==> src/rtl/lz77_pkg.sv <==
// Shared LZ77 definitions used by the encoder and the matching decoder.
package lz77_pkg;

   localparam int SEARCH_DEPTH = 9;
   localparam int LOOK_DEPTH   = 8;
   localparam int CHAR_W       = 8;
   localparam int POS_W        = 4;
   localparam int LEN_W        = 3;
   localparam logic [CHAR_W-1:0] EOS_CHAR = 8'h24;

   typedef enum logic [1:0] {
      FILL = 2'd0,
      EMIT = 2'd1,
      DONE = 2'd2
   } state_t;

   typedef struct packed {
      logic [POS_W-1:0]  pos;
      logic [LEN_W-1:0]  len;
      logic [CHAR_W-1:0] chr;
   } triple_t;

endpackage

==> src/rtl/lz77_match_finder.sv <==
// Combinational longest-match search over history and look-ahead, allowing
// matches that run into the look-ahead itself; ties resolve to the smallest pos.
module lz77_match_finder
   import lz77_pkg::*;
(
   input  logic [SEARCH_DEPTH-1:0][CHAR_W-1:0] hist,
   input  logic [LOOK_DEPTH-1:0][CHAR_W-1:0]   la,
   input  logic [3:0]                          hist_cnt,
   input  logic [3:0]                          la_cnt,
   output triple_t                             best
);

   localparam int MAXL = LOOK_DEPTH - 1;

   logic [LEN_W-1:0] cap;
   logic [LEN_W-1:0] run_len [SEARCH_DEPTH];
   logic [LEN_W-1:0] best_len;
   logic [POS_W-1:0] best_pos;

   // Cap keeps at least one look-ahead char free to serve as the literal.
   always_comb begin
      cap = '0;
      if (la_cnt == 4'd0)
         cap = '0;
      else if (la_cnt > 4'(MAXL))
         cap = LEN_W'(MAXL);
      else
         cap = LEN_W'(la_cnt - 4'd1);
   end

   genvar gp, gi;
   generate
      for (gp = 0; gp < SEARCH_DEPTH; gp++) begin : g_pos
         logic [MAXL-1:0]  eq;
         logic [LEN_W-1:0] len_p;
         logic             stop;
         for (gi = 0; gi < MAXL; gi++) begin : g_cmp
            if (gi <= gp) begin : g_hist
               assign eq[gi] = (la[gi] == hist[gp-gi]);
            end else begin : g_self
               assign eq[gi] = (la[gi] == la[gi-gp-1]);
            end
         end
         always_comb begin
            len_p = '0;
            stop  = 1'b0;
            for (int i = 0; i < MAXL; i++) begin
               if (!stop && eq[i] && (i < int'(cap)))
                  len_p = len_p + LEN_W'(1);
               else
                  stop = 1'b1;
            end
         end
         assign run_len[gp] = len_p;
      end
   endgenerate

   always_comb begin
      best_len = '0;
      best_pos = '0;
      for (int p = 0; p < SEARCH_DEPTH; p++) begin
         if ((p < int'(hist_cnt)) && (run_len[p] > best_len)) begin
            best_len = run_len[p];
            best_pos = POS_W'(p);
         end
      end
      best.pos = best_pos;
      best.len = best_len;
      best.chr = la[best_len];
   end

endmodule

==> src/rtl/lz77_encoder.sv <==
// LZ77 encoder: buffers look-ahead, emits (pos,len,char) triples held for len+1 cycles.
// Optional triple counter port enabled by defining LZ77_STATS_EN.
module lz77_encoder
   import lz77_pkg::*;
(
   input  logic              clk,
   input  logic              reset,
   input  logic              in_valid,
   output logic              in_ready,
   input  logic [CHAR_W-1:0] in_char,
   output logic              encode,
   output logic [POS_W-1:0]  code_pos,
   output logic [LEN_W-1:0]  code_len,
   output logic [CHAR_W-1:0] chardata,
   output logic              finish
`ifdef LZ77_STATS_EN
   ,output logic [15:0]      triple_cnt
`endif
);

   state_t                              state_reg;
   logic [SEARCH_DEPTH-1:0][CHAR_W-1:0] hist_reg;
   logic [LOOK_DEPTH-1:0][CHAR_W-1:0]   la_reg;
   logic [3:0]                          hist_cnt_reg;
   logic [3:0]                          la_cnt_reg;
   logic                                eos_seen_reg;
   logic [LEN_W-1:0]                    emit_cnt_reg;
   triple_t                             best;
   logic                                launch;

   lz77_match_finder u_match (
      .hist     (hist_reg),
      .la       (la_reg),
      .hist_cnt (hist_cnt_reg),
      .la_cnt   (la_cnt_reg),
      .best     (best)
   );

   assign launch = (la_cnt_reg == 4'(LOOK_DEPTH)) || (eos_seen_reg && (la_cnt_reg != 4'd0));

   // in_ready is registered as the value the next state will present, so it
   // reads 0 for one cycle after reset and never overlaps a launch.
   always_ff @(posedge clk) begin
      if (reset) begin
         state_reg    <= FILL;
         hist_reg     <= '0;
         la_reg       <= '0;
         hist_cnt_reg <= '0;
         la_cnt_reg   <= '0;
         eos_seen_reg <= 1'b0;
         emit_cnt_reg <= '0;
         in_ready     <= 1'b0;
         encode       <= 1'b0;
         finish       <= 1'b0;
         code_pos     <= '0;
         code_len     <= '0;
         chardata     <= '0;
`ifdef LZ77_STATS_EN
         triple_cnt   <= '0;
`endif
      end else begin
         case (state_reg)
            FILL: begin
               if (in_valid && in_ready) begin
                  la_reg[la_cnt_reg[2:0]] <= in_char;
                  la_cnt_reg <= la_cnt_reg + 4'd1;
                  if (in_char == EOS_CHAR)
                     eos_seen_reg <= 1'b1;
                  in_ready <= (la_cnt_reg < 4'(LOOK_DEPTH-1)) && (in_char != EOS_CHAR);
               end else if (launch) begin
                  code_pos     <= best.pos;
                  code_len     <= best.len;
                  chardata     <= best.chr;
                  emit_cnt_reg <= best.len;
                  encode       <= 1'b1;
                  in_ready     <= 1'b0;
                  state_reg    <= EMIT;
`ifdef LZ77_STATS_EN
                  if (triple_cnt != 16'hFFFF)
                     triple_cnt <= triple_cnt + 16'd1;
`endif
               end else if (eos_seen_reg && (la_cnt_reg == 4'd0)) begin
                  finish    <= 1'b1;
                  in_ready  <= 1'b0;
                  state_reg <= DONE;
               end else begin
                  in_ready <= (la_cnt_reg < 4'(LOOK_DEPTH)) && !eos_seen_reg;
               end
            end
            EMIT: begin
               hist_reg   <= {hist_reg[SEARCH_DEPTH-2:0], la_reg[0]};
               la_reg     <= {CHAR_W'(0), la_reg[LOOK_DEPTH-1:1]};
               la_cnt_reg <= la_cnt_reg - 4'd1;
               if (hist_cnt_reg != 4'(SEARCH_DEPTH))
                  hist_cnt_reg <= hist_cnt_reg + 4'd1;
               if (emit_cnt_reg == '0) begin
                  encode    <= 1'b0;
                  in_ready  <= !eos_seen_reg;
                  state_reg <= FILL;
               end else begin
                  emit_cnt_reg <= emit_cnt_reg - LEN_W'(1);
               end
            end
            DONE: begin
               finish   <= 1'b1;
               encode   <= 1'b0;
               in_ready <= 1'b0;
            end
            default: state_reg <= FILL;
         endcase
      end
   end

endmodule

==> config.mk <==
export PLATFORM = sky130hd
export DESIGN_NAME = lz77_encoder
export DESIGN_NICKNAME = d
export VERILOG_FILES = /design/src/rtl/lz77_pkg.sv /design/src/rtl/lz77_match_finder.sv /design/src/rtl/lz77_encoder.sv
export SDC_FILE = /design/constraint.sdc
export NUM_CORES = 1
export LEC_CHECK = 0
export CORE_ASPECT_RATIO = 1.25
export CORE_MARGIN = 2
export CORE_UTILIZATION = 45
export CTS_CLUSTER_DIAMETER = 50
export DETAILED_ROUTE_END_ITERATION = 7
export SKIP_LAST_GASP = 1
export SLEW_MARGIN = 30
export SYNTH_ARGS = -nofsm -noshare
export SYNTH_HDL_FRONTEND = slang
export SYNTH_SLANG_ARGS = --single-unit
==> constraint.sdc <==
create_clock -name clk -period 16.8 [get_ports clk]
set_clock_uncertainty 0.2 [all_clocks]
set_input_delay 3.36 -clock clk [delete_from_list [all_inputs] [get_ports clk]]
set_output_delay 3.36 -clock clk [all_outputs]
set_load 0.005 [all_outputs]
# Yosys cells after proc, flatten, opt, wreduce, memory -nomap -nowiden

Index checks and enable logic that the tools add are counted.

Output and inout port bits: 18
Word-level logic and storage cells: 558
Register bits: 168
Input bits: 11

Equality and inequality tests: 77
Reduce and logical (&&, ||, !) cells: 195
$add $sub $neg: 58
Mux-type cells: 167
Bitwise operators: 2
Order comparisons: 31

Operators by type and width:

| cell                                                                         | count |
|---|---|
| 8-bit equality test                                                          | 63 |
| 3-bit 2-to-1 mux                                                             | 72 |
| 3-bit by 1-bit adder with 3-bit output, second input constant                | 45 |
| 1-bit logical AND                                                            | 132 |
| 64-bit case mux with 2 select lines                                          | 1 |
| 1-bit 2-to-1 mux                                                             | 74 |
| 64-bit bitwise mux                                                           | 1 |
| 64-bit 2-to-1 mux                                                            | 1 |
| 1-bit logical NOT                                                            | 46 |
| 8-bit binary-select mux with 3-bit select                                    | 1 |
| 8-bit demux with 3-bit select                                                | 1 |
| 3-bit > comparator                                                           | 8 |
| 1-bit by 1-bit adder with 2-bit output, second input constant                | 9 |
| 3-bit by 4-bit less-than comparator with 1-bit output, first input constant  | 4 |
| 8-bit 2-to-1 mux                                                             | 2 |
| 4-bit AND reduction                                                          | 4 |
| 2-bit != test, second input constant                                         | 7 |
| 2-bit 2-to-1 mux                                                             | 6 |
| 3-bit less-than comparator, first input constant                             | 3 |
| 4-bit by 1-bit adder with 4-bit output, second input constant                | 2 |
| 8-bit by 6-bit equality test with 1-bit output, second input constant        | 1 |
| 1-bit by 4-bit less-than comparator with 1-bit output, first input constant  | 2 |
| 2-bit by 4-bit less-than comparator with 1-bit output, first input constant  | 2 |
| 3-bit by 4-bit less-than comparator with 1-bit output, second input constant | 2 |
| other kinds (32)                                                             | 41 |

# Longest topological paths before layout

Gate-level depths: netlist (run 1).

Depth in word-level cells: 58
Gate-level depth with buffers: 90
Depth with buffers taken out: 86

# Modules after synthesis

Synthesis (run 1) repeated with hierarchy kept, for this count alone.

Cell total of the unflattened synthesis: 2,337
Area, all modules: 18,868.1 um2

By module, submodules not included:

| module            | times used | cells each | area an instance (um2) |
|---|---|---|---|
| lz77_match_finder | 1          | 1,625      | 11,880.1 |
| lz77_encoder      | 1          | 712        | 6,988.0 |

# Worst setup path before layout (run 1)

No wires, ideal clock.

Path kind: register to register
From: reg la_cnt_reg[0]
To: reg chardata[0]
Arrival time: 17.099 ns
Cell stages (with the launch flop): 82
Data required time: 16.497 ns
Path slack: -0.602 ns
Cell sequence: dfxtp_1 -> clkbuf_1 -> inv_1 -> ha_1 -> nor2b_2 -> buf_6 -> o21ai_0 -> nand2b_1 -> clkbuf_1 -> nand3_1 -> nor4_1 -> ha_1 -> nand4_1 -> mux2i_1 -> ha_1 -> mux2_2 -> ha_1 -> mux2_2 -> [46 not listed] -> nor2_1 -> nor2_1 -> a21oi_1 -> inv_1 -> ha_1 -> a31o_2 -> o221ai_4 -> mux2_4 -> ha_1 -> nand2_1 -> mux2i_1 -> a211o_1 -> mux2_2 -> o21a_4 -> or2_1 -> buf_6 -> mux2_4 -> a2111oi_2

Longest elaborated chain between the ends: 57
Elaborated cells between the ends (all ways): 379
Those cells by class: 55 x add/sub; 17 x order compare; 1 x eq/ne; 130 x mux; 176 x reduce/logical

Ends and longest elaborated chain:

| what                                                                                                 | RTL line           | text |
|---|---|---|
| start: declaration                                                                                   | lz77_encoder.sv:25 | `logic [3:0] la_cnt_reg;` |
| start signal: assignment                                                                             | lz77_encoder.sv:66 | `la_cnt_reg <= la_cnt_reg + 4'd1;` |
| start signal: assignment                                                                             | lz77_encoder.sv:93 | `la_cnt_reg <= la_cnt_reg - 4'd1;` |
| parallel branches: the longest is 57 deep, another holds 4-bit by 1-bit subtractor with 4-bit output | n/a                |  |
| end signal: assignment                                                                               | lz77_encoder.sv:73 | `chardata <= best.chr;` |
| end: declaration                                                                                     | lz77_encoder.sv:14 | `output logic [CHAR_W-1:0] chardata,` |

Several ways; the timed one is not identified. The select of a mux whose other input is x is not followed.
A chain may end at the register's enable or synchronous reset.

# Worst setup path in the final report (run 1)

From: reg la_cnt_reg[1]
To: reg chardata[2]

Same word-level chain as after synthesis.

==> results by group, run 1 <==
Status
  – Status: completed

Routing
  – Total routed wirelength: approximately 70000 µm
  – Routed met2 length: roughly 31000 µm
  – Remaining antenna violation count after routing: 0
  – Routed WL per cell: ~24 µm
  – WL met1: around 27000 µm
  – DR iter-0 viols: between 1500 and 2000
  – Top layer in use: met5
  – WL met3: approximately 6000 µm
  – Vias/cell: 5.97
  – Drt first pass iters: 5
  – DRC violations left: 0
  – Via count: 17500

Timing
  – Rel. slew slack: 32.7%
  – Slew @ Worst Pin: approximately 1000 ps
  – Max Fclk: a little over 60 MHz
  – Hold Fails Final Rpt: 0
  – Setup TNS: 0 ps
  – Period utilisation layout: 97.0%
  – RSZ-0062 raised after global routing: yes
  – Final setup violation count: 0
  – Final-report max-slew violation count: 0
  – Clock period minus worst slack: about 16000 ps

Placement
  – I/O Buffers: 28
  – GP Congestion: ~1
  – Post-DP HPWL: between 40000 and 50000 µm

CTS
  – Hold_buf cts: 0
  – Cts bufs inserted: 17
  – Worst skew pair latency: around 470 ps
  – Clock Tree Root: clkbuf_16
  – Clock Sinks: 168
  – H-tree depth: 4
  – Clk buf depth: 2
  – CTS clk-pin slew, worst paths: 80 ps
  – CTS tree: built

Setup path
  – Crit path DAT: around 16000 ps
  – CP Launch Type: flip-flop
  – Required @ worst endpoint: between 15000 and 20000 ps
  – WS Path Type: flip-flop to flip-flop
  – Max incr delay on CP: around 420 ps
  – Slowest-stage cell, CP: mux2i_2
  – Most numerous cell on the critical path: ha_4
  – Crit-path max FO: 16
  – Setup crit end kind: flip-flop

Final layout
  – ANT cells: 0
  – Fraction of layout cells with a size suffix above 1: between 15 and 20%
  – Area of the multi-input gates: ~0.015 mm²
  – Nets: 2480
  – Max reg flops: a little over 70
  – Area Overhead vs Synth: 16.4%
  – Register area: approximately 0.0034 mm²
  – Fillers: between 3000 and 4000

GRT
  – Total gr overflow: 0
  – GR Util All Layers: roughly a third
  – First-pass GRT wire length: between 100000 and 150000 µm
  – Largest net degree at the start of global routing: between 90 and 100
  – Initial antenna violation count: 3
  – Number of global-route vias before repair: around 17000

Die
  – Die H: 230 µm
  – CORE AREA: 0.0402 mm²
  – Die ar.: roughly 0.043 mm²
  – Die span in x: around 180 µm
  – IO Pins: 29
  – Initial Util: between 40 and 50%
  – Row Count: just over 80

Yosys
  – EDFF count, synth: 0
  – Area leader, netlist: dfxtp_1
  – Syn avg cell area: approximately 7.8 µm²
  – Synth cell count leaders: 340 x xnor2_1, 264 x nor2_1, 246 x xor2_1
  – YS warnings: 0
  – Net count after synthesis: roughly 2500
  – Top cells by area, synth: dfxtp_1 18%, xnor2_1 16%, xor2_1 12%
  – Synth Register Bits: around 170
  – Asr flop ratio synth: 0%
  – Top-area cell type share of the netlist area: between 10% and 20%
  – Mapped cell area: roughly 0.018 mm²
  – Post-synthesis sequential area ratio: between 15 and 20%
  – Post-synth cell types: 82
  – Synthesized instance count: around 2400
  – Most numerous cell in the Yosys netlist: xnor2_1
  – Most used flip-flop cell after synthesis: dfxtp_1

Power and ir drop
  – Leak Pwr: a little over 0.009 µW
  – Overall Power: between 1000 and 1500 µW
  – PD cells: roughly 50 mW/mm²
  – Max VDD drop: 0.0891 mV

Flow run
  – Max-cap violation count: 0

Hold path
  – Worst hold path class: flip-flop to flip-flop
## path summary, 6_finish.rpt
path                                    start          end  slack, ps  cells past startpoint
worst min-delay path              code_pos[2]  code_pos[2]        250                      2
worst max register to register  la_cnt_reg[1]  chardata[2]        500                     80
worst max-delay path            la_cnt_reg[1]  chardata[2]        500                     80
worst min register to register    code_pos[2]  code_pos[2]        250                      2
## layout make-up
cell class / instances / area share, %
multi-input combinational: 1884 / 67.9
sequential: 168 / 15.7
timing repair buffer: 238 / 9.04
tap: 546 / 3.19
clock buffer: 17 / 1.99
inverter: 70 / 1.23
clock inverter: 15 / 0.929
## placed cells by master (no fill, tap or decap), types with 6 or more instances in the layout
cell,instances
a2111oi_4,7
a211oi_1,62
a21oi_1,122
a31oi_1,14
and3_1,10
buf_4,200
buf_6,7
clkbuf_16,18
clkdlybuf4s50_1,27
dfxtp_1,163
ha_1,74
ha_4,13
inv_1,64
inv_2,6
mux2_2,26
mux2_4,17
mux2i_1,125
nand2_1,115
nand2b_1,13
nand3_1,33
nand4_1,72
nor2_1,252
nor2_2,11
nor2b_1,17
nor3_1,36
nor4_1,52
nor4_2,7
o211ai_1,7
o21a_1,6
o21ai_0,32
or2_2,6
or3_1,15
or4_1,11
xnor2_1,337
xor2_1,245
## metal layers
metal | GRT usage (%) | up-vias
li1 | - | 8058
met3 | 5.43 | 278
met4 | 21.5 | 4
met5 | 0 | -
met2 | 51.0 | 865
met1 | 40.0 | 8322
## cells by family (layout without fill, tap and decap cells)
kind of cell	Yosys count	in the layout	share of synthesized area, %
buffers and inverters	302	340	6.82
flip-flops	168	168	18.3
multiplexers	174	174	9.96
adder cells (fa/ha/maj)	90	90	6.12
AO/OA/AOI/OAI	322	322	11.9
AND/OR/NAND/NOR	712	712	19.0
XOR/XNOR	586	586	27.9
## critical path: cells and delay by family (launching register included)
| kind | cells | cell delay [ps] |
|---|---|---|
| xor gates and xnor gates | 2 | 440 |
| adders and majority gates | 14 | 3650 |
| DFF | 1 | 340 |
| buffers and inverters | 7 | 830 |
| and+or+nand+nor | 22 | 2810 |
| muxes | 13 | 3690 |
| AOI/OAI and AO/OA | 22 | 4140 |
## power breakdown
part           leakage, µW  switching [µW]  internal [µW]  total (µW)
clock network     0.000307             211            229         439
logic              0.00758             136           95.4         232
registers          0.00136            3.38            401         405
total              0.00924             350            725        1080
## per-stage QoR
step	cell area, µm²	std cells	worst slack [ps]	utilization (%)	hold slack, ps
after floorplan	18400	2354	38.4	-	248
after global placement	19800	2879	-6.30	49.3	243
after detailed placement	19800	2879	-635	49.3	248
after CTS	20700	2919	33.6	51.4	259
after global routing	21400	2938	-225	53.3	272
final	21400	2938	505	53.3	254
## what timing repair did
item | in CTS | in global routing
pin swaps | 13 | 57
resized for setup | 26 | 106
buffers inserted | 8 | 18
endpoints found under the setup margin | 12 | 18
gates cloned | 0 | 1
Note: power is estimated with default switching activity, not from simulation.
==> inputs of run 2 (changes only) <==
Settings changed: SLEW_MARGIN 30 to default.
==> run 2 against run 1 <==
Sequential power hardly changed. Sequential share of layout area barely moved. Die area stayed put. Combinational power about the same. First-iteration DRC count is 0.52% higher. Global-route usage shrank 0.094 points. Critical endpoint unchanged. Largest cell class unchanged. Largest power group unchanged. Highest routed layer unchanged.
==> results by group, run 2 (same netlist as run 1, synthesis figures left out) <==
Hold path
  – Worst hold path class: flip-flop to flip-flop
  – Hold Path Depth: 2 (unchanged)

Timing
  – Hold Fails Final Rpt: 0 (unchanged)
  – Final setup violation count: 0 (unchanged)
  – Clock period minus worst slack: 16300 ps (+6.43 ps)
  – Max Fclk: 61.3 MHz (about the same)
  – Period utilisation layout: 97.0% (about the same)
  – Rel. slew slack: 24.8% (-8.0 points)
  – Worst setup margin: 498 ps (-6.43 ps)
  – Final-report max-slew violation count: 0 (unchanged)
  – Slew @ Worst Pin: 1130 ps (+120 ps)

Setup path
  – Instance count on the critical path: 80 (unchanged)
  – Slowest-stage cell, CP: a311o_1
  – Setup crit end kind: flip-flop
  – R2R cell count: 80 (unchanged)
  – CP Launch Type: flip-flop
  – Internal reg-to-reg setup slack: 500 ps (about the same)
  – Delay-heaviest family, CP: compound AO/OA/AOI/OAI gates
  – Crit-path max FO: 16 (unchanged)
  – WS Path Type: flip-flop to flip-flop
  – Crit path DAT: 16420 ps (about the same)
  – Max incr delay on CP: 400 ps (-20 ps)
  – Most numerous cell on the critical path: ha_1
  – Buf+Inv Stages, Crit Path: 7 (unchanged)
  – Required @ worst endpoint: 16920 ps (about the same)

Die
  – IO Pins: 29 (unchanged)
  – Row Count: 82 (unchanged)
  – CORE AREA: 0.0402 mm² (unchanged)
  – Initial Util: 45.8% (unchanged)
  – Die H: 230 µm (unchanged)
  – Die span in x: 185 µm (unchanged)
  – Die ar.: 0.0425 mm² (unchanged)

CTS
  – Clock Tree Root: clkbuf_16
  – H-tree depth: 4 (unchanged)
  – Worst skew pair latency: 470 ps (about the same)
  – Hold_buf cts: 0 (unchanged)
  – Clock Sinks: 168 (unchanged)
  – Cts bufs inserted: 17 (unchanged)
  – CTS clk-pin slew, worst paths: 80 ps (about the same)
  – CTS tree: built
  – Clk buf depth: 2 (unchanged)

GRT
  – GR Util All Layers: 32.1% (-0.094 points)
  – Number of global-route vias before repair: 16700 (+0.22%)
  – First-pass GRT wire length: 103000 µm (-0.33%)
  – Total gr overflow: 0 (unchanged)
  – Largest net degree at the start of global routing: 99 (unchanged)
  – Initial antenna violation count: 1 (-2)

Final layout
  – Area of the multi-input gates: 0.0145 mm² (-0.37%)
  – Final core utilization: 53.2% (-0.096 points)
  – Area Overhead vs Synth: 16.2%
  – Fillers: 3873 (+0.65%)
  – Max reg flops: 72 (unchanged)
  – Most common library cell in the layout ignoring fill and taps: xnor2_1
  – Most frequent cells in the layout: 338 x xnor2_1, 259 x nor2_1, 245 x xor2_1, 203 x buf_4, 165 x dfxtp_1
  – Non-Filler Instances: 2940 (+0.068%)
  – Register area: 0.00337 mm² (about the same)
  – ANT cells: 0 (unchanged)
  – Nets: 2482 (+0.081%)
  – Fraction of layout cells with a size suffix above 1: 17.2% (-0.64 points)

Routing
  – Routed WL per cell: 23.5 µm (-0.85%)
  – Vias/cell: 5.99 (+0.37%)
  – DRC violations left: 0 (unchanged)
  – DR iter-0 viols: 1752 (+0.52%)
  – Via count: 17600 (+0.43%)
  – Drt first pass iters: 7 (+2)
  – Remaining antenna violation count after routing: 0 (unchanged)
  – Total routed wirelength: 69200 µm (-0.78%)

Placement
  – Setup WS pre-CTS: -613 ps (+21.4 ps)
  – Placed insts: 2879 (unchanged)
  – I/O Buffers: 28 (unchanged)
  – Post-DP HPWL: 49300 µm (about the same)
  – GP Congestion: 0.996 (unchanged)

Flow run
  – Max-cap violation count: 0 (unchanged)

Status
  – Status: completed

Power and ir drop
  – PD cells: 50.1 mW/mm² (-0.17%)
  – Overall Power: 1070 µW (-0.35%)
  – Max VDD drop: 0.0840 mV (-5.7%)
  – Leak Pwr: 0.00925 µW (about the same)
run 2: changes by cell type in the layout (fill, tap and decap cells not counted), sizes merged:
| cell | previous run | this run |
|---|---|---|
| buf | 210 | 212 |
| clkinvlp | 0 | 1 |
| inv | 79 | 78 |
run 2: layout make-up:
type | count | share of cell area (%)
clock buffers | 17 | 1.99
clock inverters | 15 | 0.960
inverters | 70 | 1.23
multi-input cells | 1884 | 67.8
flip-flops and latches | 168 | 15.7
well taps | 546 | 3.20
repair buffers | 240 | 9.11
run 2: metrics by stage:
stage	hold slack, ps	setup TNS, ps	cell area [µm²]
finish	255	0	21400
global route	273	-1490	21400
CTS	260	0	20700
detailed placement	248	-5370	19800
global placement	243	-11.3	19800
floorplan	248	0	18400
run 2: power breakdown:
group / switching (µW) / total, µW / internal (µW) / leakage [µW]
registers: 3.37 / 405 / 401 / 0.00136
logic: 135 / 230 / 95.1 / 0.00759
clock network: 208 / 437 / 229 / 0.000305
total: 347 / 1070 / 725 / 0.00925
run 2: per-layer routing:
metal	track usage [%]	part of all wire (%)	up-vias
met5	0	0.016	-
met4	22.8	7.9	2
met3	6.10	8.3	289
met2	49.9	44	871
met1	39.7	40	8385
li1	-	-	8056
run 2: repair_timing:
action	CTS	global route
endpoints found under the hold margin	0	0
pin swaps	13	54
endpoints found under the setup margin	12	18
resized for setup	27	97
setup buffers	8	20
gates cloned	0	1
run 2: worst paths after layout:
| kind | startpoint | endpoint |
|---|---|---|
| setup / recovery | la_reg[0] | chardata[2] |
| hold / removal | code_pos[2] | code_pos[2] |
| setup reg to reg | la_reg[0] | chardata[2] |
| hold reg to reg | code_pos[2] | code_pos[2] |
run 2: worst register-to-register path: cells and delay by family (launching register included):
| kind | cells | cell delay, ps |
|---|---|---|
| adders and majority gates | 13 | 3600 |
| AOI/OAI and AO/OA | 23 | 4380 |
| muxes | 9 | 2550 |
| and+or+nand+nor | 23 | 3140 |
| buffers and inverters | 7 | 1080 |
| DFF | 1 | 360 |
| xor gates and xnor gates | 5 | 810 |
